`config.mk`:
```
export PLATFORM = sky130hd
export DESIGN_NAME = collision_score
export DESIGN_NICKNAME = d
export VERILOG_FILES = /design/src/rtl/collision_score.sv
export SDC_FILE = /design/constraint.sdc
export NUM_CORES = 1
export LEC_CHECK = 0
export CORE_MARGIN = 4
export CORE_UTILIZATION = 52
export DETAILED_ROUTE_END_ITERATION = 8
export GPL_ROUTABILITY_DRIVEN = 1
export PLACE_DENSITY_LB_ADDON = 0.12
export SLEW_MARGIN = 5
export SYNTH_ARGS = -nofsm -noshare
export SYNTH_HDL_FRONTEND = slang
export SYNTH_SLANG_ARGS = --single-unit
```
`constraint.sdc`:
```
create_clock -name clk -period 4.37 [get_ports clk]
set_input_delay 1.0925 -clock clk [delete_from_list [all_inputs] [get_ports clk]]
set_output_delay 1.0925 -clock clk [all_outputs]
set_load 0.05 [all_outputs]
```
`src/rtl/collision_score.sv`:
```
// rtl/collision_score.sv - bird/tube collision detection, pass scoring and round FSM
//
// Purpose: decides each cycle whether the bird overlaps a tube outside its gap
// or leaves the playfield, counts tubes the bird has flown past, and runs the
// IDLE/PLAY/DEAD round state machine with a running score and a best score.
//
// Ports:
//   clk          sole clock, rising edge
//   rst_n        asynchronous active-low reset
//   game_rst     synchronous round restart (highest priority)
//   start        single-cycle start request, honoured only in IDLE
//   bird_y       bird top row
//   tube_x[2:0]  tube right edges (tube spans tube_x-TUBE_WIDTH .. tube_x-1)
//   gap_y[2:0]   gap top rows (gap spans gap_y .. gap_y+GAP_HEIGHT-1)
//   playing      high in PLAY
//   game_over    high in DEAD
//   collision    one-cycle pulse on PLAY->DEAD
//   score        current round score, saturating at SCORE_MAX
//   high_score   best score since rst_n
//   score_pulse  one-cycle pulse on any counted pass
module collision_score #(
  parameter int SCREEN_HEIGHT = 768,
  parameter int TUBE_WIDTH    = 120,
  parameter int GAP_HEIGHT    = 250,
  parameter int BIRD_X        = 200,
  parameter int BIRD_SIZE     = 40,
  parameter int SCORE_MAX     = 999
) (
  input  logic        clk,
  input  logic        rst_n,
  input  logic        game_rst,
  input  logic        start,
  input  logic [10:0] bird_y,
  input  logic [10:0] tube_x [2:0],
  input  logic [10:0] gap_y  [2:0],
  output logic        playing,
  output logic        game_over,
  output logic        collision,
  output logic [9:0]  score,
  output logic [9:0]  high_score,
  output logic        score_pulse
);

  typedef enum logic [1:0] {
    S_IDLE,
    S_PLAY,
    S_DEAD
  } state_t;

  // Signed 14-bit copies so tube_x - TUBE_WIDTH can go negative instead of
  // wrapping when a tube is partly off the left edge.
  localparam logic signed [13:0] BX_S  = 14'(BIRD_X);
  localparam logic signed [13:0] BXR_S = 14'(BIRD_X + BIRD_SIZE);
  localparam logic signed [13:0] TW_S  = 14'(TUBE_WIDTH);

  localparam logic [11:0] BS_12   = 12'(BIRD_SIZE);
  localparam logic [11:0] GH_12   = 12'(GAP_HEIGHT);
  localparam logic [11:0] SH_12   = 12'(SCREEN_HEIGHT);
  localparam logic [11:0] BX_12   = 12'(BIRD_X);
  localparam logic [11:0] BXR_12  = 12'(BIRD_X + BIRD_SIZE);
  localparam logic [10:0] SMAX_11 = 11'(SCORE_MAX);

  state_t      state_q;
  logic        hit_q;
  logic [2:0]  passed_q;
  logic [9:0]  score_q;
  logic [9:0]  high_q;
  logic        playing_q;
  logic        game_over_q;
  logic        collision_q;
  logic        score_pulse_q;

  logic        hit_d;
  logic [2:0]  passed_d;
  logic [1:0]  pass_cnt;
  logic [10:0] score_sum;
  logic [9:0]  score_d;

  // Hit detection and pass bookkeeping for all three tubes.
  always_comb begin
    logic signed [13:0] tx_s;
    logic [11:0]        bird_bot;
    logic [11:0]        gap_bot;
    logic [11:0]        tx_12;
    logic               h_ovl;
    logic               v_hit;

    bird_bot = {1'b0, bird_y} + BS_12;
    hit_d    = (bird_bot > SH_12);
    passed_d = passed_q;
    pass_cnt = 2'd0;
    tx_s     = '0;
    gap_bot  = '0;
    tx_12    = '0;
    h_ovl    = 1'b0;
    v_hit    = 1'b0;

    for (int i = 0; i < 3; i++) begin
      tx_s    = $signed({3'b000, tube_x[i]});
      h_ovl   = (BX_S < tx_s) && (BXR_S > (tx_s - TW_S));
      gap_bot = {1'b0, gap_y[i]} + GH_12;
      v_hit   = ({1'b0, bird_y} < {1'b0, gap_y[i]}) || (bird_bot > gap_bot);
      if (h_ovl && v_hit) begin
        hit_d = 1'b1;
      end

      // Clearing and setting are mutually exclusive because the clear
      // threshold sits to the right of the set threshold.
      tx_12 = {1'b0, tube_x[i]};
      if (tx_12 > BXR_12) begin
        passed_d[i] = 1'b0;
      end else if ((tx_12 < BX_12) && !passed_q[i]) begin
        passed_d[i] = 1'b1;
        pass_cnt    = pass_cnt + 2'd1;
      end
    end

    score_sum = {1'b0, score_q} + {9'd0, pass_cnt};
    score_d   = (score_sum > SMAX_11) ? SMAX_11[9:0] : score_sum[9:0];
  end

  always_ff @(posedge clk or negedge rst_n) begin
    if (!rst_n) begin
      state_q       <= S_IDLE;
      hit_q         <= 1'b0;
      passed_q      <= 3'b000;
      score_q       <= 10'd0;
      high_q        <= 10'd0;
      playing_q     <= 1'b0;
      game_over_q   <= 1'b0;
      collision_q   <= 1'b0;
      score_pulse_q <= 1'b0;
    end else begin
      hit_q         <= hit_d;
      collision_q   <= 1'b0;
      score_pulse_q <= 1'b0;
      if (game_rst) begin
        state_q     <= S_IDLE;
        score_q     <= 10'd0;
        passed_q    <= 3'b000;
        playing_q   <= 1'b0;
        game_over_q <= 1'b0;
      end else begin
        case (state_q)
          S_IDLE: begin
            if (start) begin
              state_q   <= S_PLAY;
              playing_q <= 1'b1;
            end
          end
          S_PLAY: begin
            // A registered hit beats any pass in the same cycle: the round
            // ends with score and passed flags frozen.
            if (hit_q) begin
              state_q     <= S_DEAD;
              playing_q   <= 1'b0;
              game_over_q <= 1'b1;
              collision_q <= 1'b1;
              if (score_q > high_q) begin
                high_q <= score_q;
              end
            end else begin
              passed_q      <= passed_d;
              score_q       <= score_d;
              score_pulse_q <= (pass_cnt != 2'd0);
            end
          end
          S_DEAD: begin
          end
          default: begin
            state_q     <= S_IDLE;
            playing_q   <= 1'b0;
            game_over_q <= 1'b0;
          end
        endcase
      end
    end
  end

  assign playing     = playing_q;
  assign game_over   = game_over_q;
  assign collision   = collision_q;
  assign score       = score_q;
  assign high_score  = high_q;
  assign score_pulse = score_pulse_q;

endmodule

```
==> results.cfg, run 1 <==
[outcome]
status = finished, final reports clean

[worst_hold_path]
min_path_type = flip-flop to flip-flop
whs_endpoint = high_score[8]
min_path_cells = 1
hold_start = high_score[8]

[placed_design]
dpl.cell_count = 807
place.gp.congestion = 0.912
placed_area_mm2 = 0.00601
portBuffers = 104
dp_slack_ns = -0.582
hpwl_mm = 11.0

[grt]
grt_pass1_wl_mm = 22.2
grtUsageTotal_pct = 26.7
grt_remaining_overflow = 0
antenna_found_initial = 0
grt_pass1_vias = 4777
grt_max_degree = 30

[floorplanning]
dieArea_mm2 = 0.0103
io_pins = 105
core.rowCount = 33
start_util_pct = 54.4
core_area_mm2 = 0.00834
die_height_um = 101
fp.dieW_um = 101

[finish]
final_cell_area_mm2 = 0.00638
stdcell_count = 833
antenna_cells = 0
fin_nets = 901
area_growth_pct = 40.5
drive_above_1_share_pct = 16.2

[yosys]
synth_area_mm2 = 0.00454
synth-edff-count = 0
ys_top_cells_by_count = ha_1, inv_1, a21oi_1
synth_cell_types = 69
synth_top_area_cell = ha_1
synth_warnings = 0
ys.flop_type = dfrtp_1
netlist.area_leader.share_pct = 25.4
mappedNetlistNets = 733
synth_area_per_cell_um2 = 8.12
synth_seq_cells = 29
synthCells = 559
netlist_top_cells_area = ha_1, dfrtp_1, inv_1, a21oi_1, xnor2_1
async_flop_share_pct = 100
synth.most_common_cell = ha_1
ys_seq_area_share_pct = 16.0

[clock_tree]
cts_buffers = 5
clockBufferDepth = 2
root_buffer = clkbuf_8
hold_buffers = 0
worstSkewPairLatency_ns = 0.29
tritoncts = built
cts.sinks = 29
clkTransAtPathRegs_ns = 0.07
ctsHtreeMaxLevel = 2

[route]
first_pass_iters = 4
wl_per_cell_um = 16.9
via_count = 4976
post-route-drc-count = 0
drt_first_iter_violations = 268
routed_wl_mm = 14.1
ant_nets = 0
vias_per_cell = 5.97

[sta]
maxSlewViolCount = 0
clock_skew_ns = 0.00747
worst_pin_slew_ns = 0.662
final.setup.worst_slack_ns = 0.100
finalCritPeriodShare_pct = 97.7
setup_viol = 0
hold_viol = 0
period_needed_ns = 4.27
hold_ws_ns = 0.539
fmax_ghz = 0.234
relSlewSlack_pct = 55.5

[setup_path]
worstPathMaxFanout = 4
crit_path_end_kind = flip-flop
path_class = input pin to flip-flop
crit_arrival_ns = 4.47
r2r_slack_ns = 1.28
reg2reg_from = passed_q[0]
required_ns = 4.57
r2r_cells = 14
rr_endpoint = score[3]
setup.worst_path.start_class = input pin

[power]
fin_total_pwr_uw = 1110
leakage_uw = 0.00296
power_density_mw_per_mm2 = 173
ir_worst_vdd_mv = 0.130

[job]
drv_cap = 0
-- how the worst max path moves through the flow --
stage	startpoint	to	slack [ns]	cells past startpoint
5_1_grt	tube_x[14]	score[3]	-0.12	19
3_3_place_gp	tube_x[15]	score[2]	-0.42	19
2_1_floorplan	tube_x[14]	score[2]	0.20	18
3_5_place_dp	tube_x[15]	score[2]	-0.58	19
6_report	tube_x[14]	score[3]	0.10	19
4_1_cts	tube_x[17]	score[0]	0.16	17
-- per-layer routing --
metal / GRT usage (%) / vias up / wire, µm
met2: 45.1 / 186 / 6740
met4: 7.06 / 0 / 265
met1: 35.1 / 2357 / 6060
met3: 4.96 / 32 / 1050
li1: - / 2401 / -
met5: 0 / - / 0
-- flip-flops by register name, summed over array words and instances (netlist names) --
register / flops
game_over: 1
state_q: 2
high_score: 10
score_pulse: 1
passed_q: 3
collision: 1
score: 10
hit_q: 1
-- cells in the final DEF, fill, tap and decap left out, drive strengths merged, types with 3 or more instances in the layout --
master	synthesis	layout
a2111oi	7	7
a211oi	9	9
a21o	8	8
a21oi	43	43
a221oi	5	5
a311oi	3	3
a31oi	6	6
and2	4	4
and3	8	8
buf	7	69
clkbuf	5	5
clkdlybuf4s50	0	99
dfrtp	29	29
dlygate4sd2	0	4
ha	92	92
inv	69	69
mux2	10	10
mux2i	4	4
nand2	34	34
nand2b	6	6
nand3	13	13
nand3b	4	4
nand4	20	20
nand4b	4	4
nor2	33	33
nor2b	7	7
nor3	13	13
nor4	6	6
o211ai	6	6
o21ai	27	27
o22ai	3	3
o31ai	3	3
o32ai	3	3
o41ai	3	3
or2	3	3
or3	3	3
xnor2	24	24
xor2	6	6
-- power breakdown --
part           internal (µW)  switching, µW
clock                    226            112
sequential               274           8.48
combinational            240            244
-- what timing repair did --
action	in CTS	in global routing
gates resized for setup	13	15
cloned	0	0
setup buffers	16	2
pin swaps	13	11
endpoints found under the setup margin	8	9
-- worst max-delay path, stage by stage --
cell	delay, ns
dlygate4sd2_1	0.25
inv_1	0.09
ha_1	0.15
nor2b_1	0.28
o21ai_2	0.13
nor2_2	0.18
ha_4	0.23
inv_1	0.08
buf_4	0.10
nor2_1	0.04
xnor2_1	0.18
o22ai_2	0.11
ha_1	0.28
a21o_1	0.20
and3_1	0.20
nor4_4	0.34
a21oi_2	0.12
a31o_1	0.24
a311oi_2	0.18
-- logic make-up after synthesis --
| family | synth area share [%] |
|---|---|
| and+or+nand+nor | 20.9 |
| buffers and inverters | 7.58 |
| xor gates and xnor gates | 5.79 |
| adders and majority gates | 25.8 |
| DFF | 16.0 |
| muxes | 3.36 |
| AOI/OAI and AO/OA | 20.6 |
-- cell type report --
type	count	area, µm²
timing repair buffer	173	1560
inverter	69	259
tap	105	131
clock buffer	5	68.8
sequential	29	726
clock inverter	3	65.1
multi-input combinational	449	3570
fill	613	1960
-- per-stage QoR --
stage	utilization [%]	TNS [ns]
floorplan	-	0
global placement	72.1	-2.98
detailed placement	72.1	-4.23
CTS	75.4	0
global route	76.5	-0.476
finish	76.5	0
Note: power is estimated with default switching activity, not from simulation.
==> run 2: changes to the inputs <==
--- a/config.mk
+++ b/config.mk
@@ -5,7 +5,8 @@
 export SDC_FILE = /design/constraint.sdc
 export NUM_CORES = 1
 export LEC_CHECK = 0
-export CORE_MARGIN = 4
+export CAP_MARGIN = 25
+export CORE_MARGIN = 2
 export CORE_UTILIZATION = 52
 export DETAILED_ROUTE_END_ITERATION = 8
 export GPL_ROUTABILITY_DRIVEN = 1
==> run 2 against run 1 <==
Compared with the run above: clock skew shrank 0.0035 ns; sequential share of layout area grew 0.30 points; cell count shrank 1.4%; wire length shrank 10%; sequential power is essentially flat; maximum frequency grew 1.5%; register-to-register slack is essentially flat; critical path depth grew 2; global-route usage is essentially flat; first-iteration DRC count shrank 64%; flip-flop and latch count is the same; critical endpoint is now score[2].
==> results.cfg, run 2 (same netlist as run 1, synthesis figures left out) <==
[outcome]
status = finished, final reports clean

[setup_path]
required_ns = 4.58
critPathTopFamily = simple AND/OR/NAND/NOR gates
r2r_cells = 16
cp_slowest_cell = fa_2
slowest_delay_ns = 0.37
setup.worst_path.start_class = input pin
worst-path-buf-inv = 7
worstPathMaxFanout = 3
crit_chain = dlygate4sd2_1 -> inv_1 -> ha_1 -> inv_1 -> o211ai_1 -> and3b_2 -> ha_4 -> inv_2 -> buf_4 -> nor2_4 -> xnor2_2 -> o22ai_2 -> buf_4 -> fa_2 -> nor4bb_1 -> and3_4 -> nor4_4 -> buf_4 -> a2111oi_2 -> o32ai_1 -> a21oi_1
crit_arrival_ns = 4.42
rr_endpoint = score[2]
reg2reg_from = passed_q[0]
crit_path_end_kind = flip-flop
r2r_slack_ns = 1.27
path_depth = 21
path_class = input pin to flip-flop
cpMostUsedCell = buf_4

[clock_tree]
cts.sinks = 29
worstSkewPairLatency_ns = 0.28
tritoncts = built
cts_buffers = 5
clockBufferDepth = 2
hold_buffers = 0
clkTransAtPathRegs_ns = 0.06
ctsHtreeMaxLevel = 2
root_buffer = clkbuf_8

[route]
wl_per_cell_um = 15.4
routed_wl_mm = 12.7
vias_per_cell = 5.84
ant_nets = 0
via_count = 4792
first_pass_iters = 5
drt_first_iter_violations = 96
post-route-drc-count = 0

[worst_hold_path]
min_path_type = flip-flop to flip-flop
hold_start = high_score[8]
min_path_cells = 1
whs_endpoint = high_score[8]

[floorplanning]
core_area_mm2 = 0.00859
core.rowCount = 34
start_util_pct = 52.8
dieArea_mm2 = 0.00949
die_height_um = 97.4
fp.dieW_um = 97.4
io_pins = 105

[placed_design]
place.gp.congestion = 0.895
hpwl_mm = 10.7
placed_area_mm2 = 0.00601
portBuffers = 104
dp_slack_ns = -0.647

[grt]
grt_pass1_vias = 4853
grt_max_degree = 30
antenna_found_initial = 0
grt_remaining_overflow = 0
grt_pass1_wl_mm = 21.4
grtUsageTotal_pct = 26.7

[finish]
fin_nets = 886
n_fill_cell = 681
antenna_cells = 0
final_cell_area_mm2 = 0.00622
area_growth_pct = 36.9
multiInputGateArea_mm2 = 0.00357
layout_common_cells = clkdlybuf4s50_1, ha_1, inv_1
drive_above_1_share_pct = 14.3
final_common_cell = clkdlybuf4s50_1
regArea_um2 = 726

[sta]
relSlewSlack_pct = 59.6
clock_skew_ns = 0.00397
rsz0062_at_grt = false
maxSlewViolCount = 0
worst_pin_slew_ns = 0.603
period_needed_ns = 4.21
final.setup.worst_slack_ns = 0.164
finalCritPeriodShare_pct = 96.2
setup_viol = 0
fmax_ghz = 0.238
hold_viol = 0

[job]
drv_cap = 0

[power]
clockPowerShare_pct = 22.1
pwr-share-seq_pct = 29.5
switchingPower_uw = 338
combPwrFrac_pct = 48.3
ir_worst_vdd_mv = 0.115
p_int_uw = 617
leakage_uw = 0.00286
power_density_mw_per_mm2 = 154
swShare_pct = 35.4
==> run 2: cell types whose count changed in the layout (fill, tap and decap cells not counted), sizes merged <==
cell	before	now
buf	69	54
bufinv	2	0
clkbuf	5	8
clkinv	1	0
==> run 2: routing by layer <==
metal,vias to the layer above,GRT usage [%],share of wire (%)
met1,2255,29.7,40
met2,128,50.5,53
met3,40,3.09,3.8
met5,-,0,0
met4,0,11.6,3.6
li1,2369,-,-
==> run 2: what timing repair did <==
| action | 4_1_cts | 5_1_grt |
|---|---|---|
| resized for setup | 20 | 12 |
| pin swaps | 21 | 6 |
| setup endpoints to repair | 9 | 7 |
| buffers inserted | 2 | 1 |
| hold endpoints to repair | 0 | 0 |
==> run 2: cell type report <==
type / instances / area share (%)
Sequential cell: 29 / 11.7
Inverter: 69 / 4.17
Clock buffer: 8 / 1.29
Multi-Input combinational cell: 449 / 57.5
Timing Repair Buffer: 158 / 23.2
Tap cell: 108 / 2.17
==> run 2: how the worst max path moves through the flow <==
| stage | start | to |
|---|---|---|
| 6_report | tube_x[4] | score[2] |
| 5_1_grt | tube_x[4] | score[2] |
| 4_1_cts | tube_x[19] | score[3] |
| 3_5_place_dp | tube_x[15] | score[2] |
| 3_3_place_gp | tube_x[15] | score[2] |
| 2_1_floorplan | tube_x[14] | score[2] |
==> run 2: stage by stage <==
step                power (µW)  cells  setup TNS [ns]  util [%]  hold WS, ns
global route              1030    821               0      72.3        0.565
CTS                        953    820               0      71.7        0.540
floorplan                  527    559               0         -        0.491
global placement           721    810           -3.77      70.0        0.514
finish                     956    821               0      72.3        0.533
detailed placement         741    810           -4.76      70.0        0.526
==> run 2: worst reg2reg max path, cell delays in order (launching register included) <==
cell and delay (ns):
dfrtp_1 0.34, and3b_2 0.24, ha_4 0.27, inv_2 0.03, buf_4 0.13, nor2_4 0.10
xnor2_2 0.12, o22ai_2 0.09, buf_4 0.14, fa_2 0.37, nor4bb_1 0.29, and3_4 0.24
nor4_4 0.05, buf_4 0.15, a2111oi_2 0.19, o32ai_1 0.14, a21oi_1 0.14
==> run 2: power by group through the flow <==
stage / Sequential (µW) / Clock, µW / Combinational [µW]
global placement: 286 / 0 / 434
detailed placement: 287 / 0 / 454
global route: 283 / 224 / 518
finish: 282 / 212 / 462
floorplan: 295 / 0 / 232
CTS: 282 / 213 / 458
